### config.mk
export PLATFORM = sky130hd
export DESIGN_NAME = seq_detector_param
export DESIGN_NICKNAME = d
export VERILOG_FILES = /design/src/rtl/seq_det_pkg.sv /design/src/rtl/seq_det_sat_cnt.sv /design/src/rtl/seq_detector_param.sv
export SDC_FILE = /design/constraint.sdc
export NUM_CORES = 1
export LEC_CHECK = 0
export ABC_AREA = 1
export ABC_CLOCK_PERIOD_IN_PS = 3700
export BUFFER_PORTS_ARGS = -buffer_cell sky130_fd_sc_hd__buf_2
export CORE_UTILIZATION = 60
export DETAILED_ROUTE_END_ITERATION = 8
export GPL_TIMING_DRIVEN = 0
export PLACE_DENSITY = 0.81
export SYNTH_ARGS = -nofsm -noshare
export SYNTH_HDL_FRONTEND = slang
export SYNTH_SLANG_ARGS = --single-unit
### constraint.sdc
create_clock -name clk -period 3.7 [get_ports clk]
set_input_delay 0.37 -clock clk [delete_from_list [all_inputs] [get_ports clk]]
set_output_delay 0.37 -clock clk [all_outputs]
set_load 0.1 [all_outputs]
### src/rtl/seq_det_pkg.sv
// rtl/seq_det_pkg.sv - shared types, defaults and length-mask helper for the sequence detector
package seq_det_pkg;

    typedef enum logic [0:0] {
        IDLE = 1'b0,
        RUN  = 1'b1
    } seq_det_state_t;

    localparam int DEFAULT_PAT_W = 8;

    // Widest pattern the mask helper can describe; callers truncate to their PAT_W.
    localparam int MAX_PAT_W = 64;

    // Ones in bits [len-1:0], zeros above: selects the live part of a pattern.
    function automatic logic [MAX_PAT_W-1:0] len_mask(input int unsigned len);
        logic [MAX_PAT_W-1:0] m;
        m = '0;
        for (int unsigned i = 0; i < MAX_PAT_W; i++) begin
            if (i < len) begin
                m[i] = 1'b1;
            end
        end
        return m;
    endfunction

endpackage

### src/rtl/seq_det_sat_cnt.sv
// rtl/seq_det_sat_cnt.sv - saturating up-counter with synchronous clear
module seq_det_sat_cnt #(
    parameter int WIDTH = 8
) (
    input  logic             clk,
    input  logic             rstn,
    input  logic             inc,
    input  logic             clear,
    output logic [WIDTH-1:0] count
);

    logic [WIDTH-1:0] count_q;

    // Count increments, stopping at all-ones rather than wrapping.
    always_ff @(posedge clk or negedge rstn) begin
        if (!rstn) begin
            count_q <= '0;
        end else if (clear) begin
            count_q <= '0;
        end else if (inc && (count_q != '1)) begin
            count_q <= count_q + 1'b1;
        end
    end

    assign count = count_q;

endmodule

### src/rtl/seq_detector_param.sv
// rtl/seq_detector_param.sv - runtime-programmable serial sequence detector; SEQ_DET_MATCH_CNT_EN adds match_cnt
module seq_detector_param
    import seq_det_pkg::*;
#(
    parameter int PAT_W = DEFAULT_PAT_W,
    parameter int LEN_W = $clog2(PAT_W + 1),
    parameter int CNT_W = 8
) (
    input  logic             clk,
    input  logic             rstn,
    input  logic             cfg_load,
    input  logic [PAT_W-1:0] cfg_pat,
    input  logic [LEN_W-1:0] cfg_len,
    input  logic             cfg_overlap,
    input  logic             din_valid,
    input  logic             din,
    output logic             armed,
    output logic             match,
    output logic             cfg_err
`ifdef SEQ_DET_MATCH_CNT_EN
    ,
    output logic [CNT_W-1:0] match_cnt
`endif
);

    seq_det_state_t   state_q;
    logic [PAT_W-1:0] pat_q;
    logic [LEN_W-1:0] len_q;
    logic             ovl_q;
    logic [PAT_W-1:0] hist_q;
    logic [LEN_W-1:0] fill_q;
    logic             match_q;
    logic             cfg_err_q;

    logic [PAT_W-1:0] hist_d;
    logic [LEN_W-1:0] fill_d;
    logic [PAT_W-1:0] mask;
    logic             len_ok;
    logic             hit;

    // Candidate shift/fill for the current bit and the hit decision on that candidate.
    always_comb begin
        hist_d = {hist_q[PAT_W-2:0], din};
        fill_d = (fill_q == LEN_W'(PAT_W)) ? fill_q : fill_q + 1'b1;
        mask   = PAT_W'(len_mask(32'(len_q)));
        len_ok = (cfg_len != '0) && (cfg_len <= LEN_W'(PAT_W));
        hit    = (state_q == RUN) && din_valid && !cfg_load &&
                 (fill_d >= len_q) && (((hist_d ^ pat_q) & mask) == '0);
    end

    // Control FSM plus pattern, history and fill registers; a load always wins over data.
    always_ff @(posedge clk or negedge rstn) begin
        if (!rstn) begin
            state_q   <= IDLE;
            pat_q     <= '0;
            len_q     <= '0;
            ovl_q     <= 1'b0;
            hist_q    <= '0;
            fill_q    <= '0;
            match_q   <= 1'b0;
            cfg_err_q <= 1'b0;
        end else begin
            match_q   <= 1'b0;
            cfg_err_q <= 1'b0;
            if (cfg_load) begin
                if (len_ok) begin
                    state_q <= RUN;
                    pat_q   <= cfg_pat;
                    len_q   <= cfg_len;
                    ovl_q   <= cfg_overlap;
                    hist_q  <= '0;
                    fill_q  <= '0;
                end else begin
                    cfg_err_q <= 1'b1;
                end
            end else if ((state_q == RUN) && din_valid) begin
                hist_q  <= hist_d;
                match_q <= hit;
                // Non-overlapping mode retires every bit that took part in the match.
                fill_q  <= (hit && !ovl_q) ? '0 : fill_d;
            end
        end
    end

    assign armed   = (state_q == RUN);
    assign match   = match_q;
    assign cfg_err = cfg_err_q;

`ifdef SEQ_DET_MATCH_CNT_EN
    seq_det_sat_cnt #(
        .WIDTH(CNT_W)
    ) u_match_cnt (
        .clk   (clk),
        .rstn  (rstn),
        .inc   (match_q),
        .clear (1'b0),
        .count (match_cnt)
    );
`endif

endmodule

==> flow_metrics.env <==
export IMPL_grt_antenna_before_repair=0
export IMPL_cts_setup_buffers=0
export IMPL_cpPeakStageDelay_ns=0.47
export IMPL_drt_first_iter_violations=26
export IMPL_final_common_cell="nand2_1"
export IMPL_max_slew_margin_rel=0.606
export IMPL_drv_slew=0
export IMPL_cp_max_fo=5
export IMPL_ir_worst_vdd_mv=0.284
export IMPL_syn_to_final_growth_pct=10.9
export IMPL_layoutNonFillerInstCount=243
export IMPL_fmax_ghz=0.485
export IMPL_post_cts_resized=0
export IMPL_drc=0
export IMPL_num_vias=1244
export IMPL_yosys_area_top_type="dfrtp_1"
export IMPL_crit_family="simple AND/OR/NAND/NOR gates"
export IMPL_syn_nets=215
export IMPL_period_share=0.557
export IMPL_r2r_slack_ns=1.64
export IMPL_gp_congestion=0.830
export IMPL_report_final_hold_viol_count=0
export IMPL_die_w_um=52.2
export IMPL_post_place_ws_ns=1.68
export IMPL_syn_area_sq_mm=0.00151
export IMPL_rows=17
export IMPL_portBuffers=20
export IMPL_ant_nets=0
export IMPL_yosysUniqueCellTypes=25
export IMPL_first_pass_iters=4
export IMPL_min_path_type="input pin to asynchronous set/reset pin"
export IMPL_worst_path_buf_inv=2
export IMPL_synthTopCellsByArea="dfrtp_1 45%, nand2_1 14%, inv_1 8.2%, nor2_1 5.7%, ha_1 5.0%"
export IMPL_min_period_ns=2.06
export IMPL_clock_skew_ns=0.00287
export IMPL_yosys_warnings=0
export IMPL_track_usage=0.254
export IMPL_crit_chain="inv_1, ha_1, nand2_1, nand3_1, o21ai_0, ha_1, nand2_1, inv_1, nand2_1, nand2_1, nor2_1, nor2_1, nand4_1, nand2_1, nand2_1"
export IMPL_p_leak_nw=0.924
export IMPL_ctsHtreeMaxLevel=1
export IMPL_layout_setup_ws_ns=1.64
export IMPL_crit_top_cell="nand2_1"
export IMPL_viasPerCell=5.12
export IMPL_n_antenna_cell=0
export IMPL_clk_pin_slew_ns=0.15
export IMPL_status="complete, no violations"
export IMPL_grt_max_degree=28
export IMPL_drive_above_1_share=0.209
export IMPL_final_net_count=240
export IMPL_worstSetupPathType="flop to flop"
export IMPL_drv_cap=0
export IMPL_syn_area_per_cell_sq_um=7.92
export IMPL_cts_buffers=3
export IMPL_fin_tns_setup_ns=0
export IMPL_pin_count=21
export IMPL_cts_path_max_buffers=2
export IMPL_rsz0062_at_grt="no"
export IMPL_grt_remaining_overflow=0
export IMPL_reg2reg_from="fill_q[0]"
export IMPL_grt_pass1_vias=1253
export IMPL_worstMarginPinSlew_ns=0.592
export IMPL_routedWlPerCell_um=11.9
export IMPL_cp_arrival_ns=2.29
export IMPL_clk_latency_ns=0.32
export IMPL_clock_sinks=27
export IMPL_root_buffer="clkbuf_4"
export IMPL_setup_viol_count_final=0
export IMPL_die_area_sq_mm=0.00273
export IMPL_critPathLaunchType="flop"
export IMPL_wirelength_um=2880
export IMPL_core_sq_mm=0.00230
export IMPL_initial_utilization=0.658
export IMPL_cp_end_kind="flop"
export IMPL_hold_buffers=0
export IMPL_die_h_um=52.2
export IMPL_syn_inst=191
export IMPL_synth_seq_cells=27
export IMPL_cp_required_ns=3.93
export IMPL_layout_common_cells="57 x nand2_1, 33 x inv_1, 27 x dfrtp_1, 23 x nor2_1, 20 x buf_2"
export IMPL_synth_top_area_share=0.447
export IMPL_holdWs_ns=0.0297
export IMPL_slowest_stage="dfrtp_1"
export IMPL_dp_hpwl_um=2280
export IMPL_reg2reg_depth=15
export IMPL_timing_rr_end="fill_q[3]"
export IMPL_power_per_cell_area_mw_per_mm2=401
export IMPL_ys_seq_area_frac=0.447
export IMPL_dp_cells=239
export IMPL_grt_first_pass_wirelength_um=5140
export IMPL_cts_tree="yes"
area by class of cell:
| cell class | instances | area, sq um |
|---|---|---|
| sequential | 27 | 676 |
| timing repair buffer | 20 | 100 |
| clock buffer | 3 | 22.5 |
| inverter | 34 | 128 |
| buffer | 3 | 26.3 |
| clock inverter | 1 | 7.51 |
| multi-input combinational | 127 | 683 |
| tap | 28 | 35.0 |
| fill | 188 | 619 |
where the power goes:
part           leakage [nW]  total (mW)  internal (mW)  switching [mW]
logic                 0.576       0.191         0.0738           0.117
clock network        0.0139       0.128         0.0412          0.0872
registers             0.334       0.354          0.327          0.0271
total                 0.924       0.673          0.442           0.231
per-stage QoR:
step	total power, mW	cell area (sq um)	utilization
global route	0.721	1680	0.730
global placement	0.538	1650	0.717
detailed placement	0.550	1650	0.717
finish	0.673	1680	0.730
CTS	0.677	1680	0.730
floorplan	0.496	1510	-
layer usage:
metal,global-route usage,vias up,wire length (um),part of all wire
met3,0.0261,2,91,0.032
met2,0.481,28,1510,0.53
met5,0,-,0,0
met1,0.310,581,1260,0.44
met4,0.0526,0,17,0.0059
li1,-,633,-,-
kinds of logic after synthesis:
| family | Yosys count | share of synthesized area |
|---|---|---|
| xor+xnor | 4 | 0.0232 |
| flops | 27 | 0.447 |
| simple gates | 94 | 0.266 |
| compound gates | 23 | 0.112 |
| fa+ha+maj | 6 | 0.0496 |
| buf+inv | 37 | 0.102 |
Yosys cell counts:
cell type  number
xor2_1          2
o21ai_0         2
ha_1            6
nor3_2          1
inv_2           1
nor2_2          2
nand4_1         1
o21ai_2         4
inv_1          33
o21ai_1         1
buf_6           2
nand2_4         1
dfrtp_1        27
xnor2_1         2
nor2_1         23
and3_1          1
nand3_4         1
nand3_1         6
a21oi_1         1
buf_1           1
o22ai_1         6
or2_4           1
nand2_1        57
a21oi_2         8
a21boi_0        1
worst max path at each step:
| stage | startpoint | end | slack, ns | depth (start not counted) |
|---|---|---|---|---|
| after detailed placement | fill_q[0] | fill_q[3] | 1.68 | 15 |
| final | fill_q[0] | fill_q[3] | 1.64 | 15 |
| after floorplan | fill_q[0] | fill_q[0] | 1.93 | 13 |
| after global placement | fill_q[0] | fill_q[3] | 1.79 | 15 |
| after CTS | fill_q[0] | fill_q[3] | 1.64 | 15 |
| after global routing | fill_q[0] | fill_q[3] | 1.47 | 15 |
state kept, by name (all words and copies together) (netlist names):
signal and cells:
match 1, armed 1, cfg_err 1, ovl_q 1, hist_q 7, pat_q 8
fill_q 4, len_q 4
(Power assumes the default switching activity.)
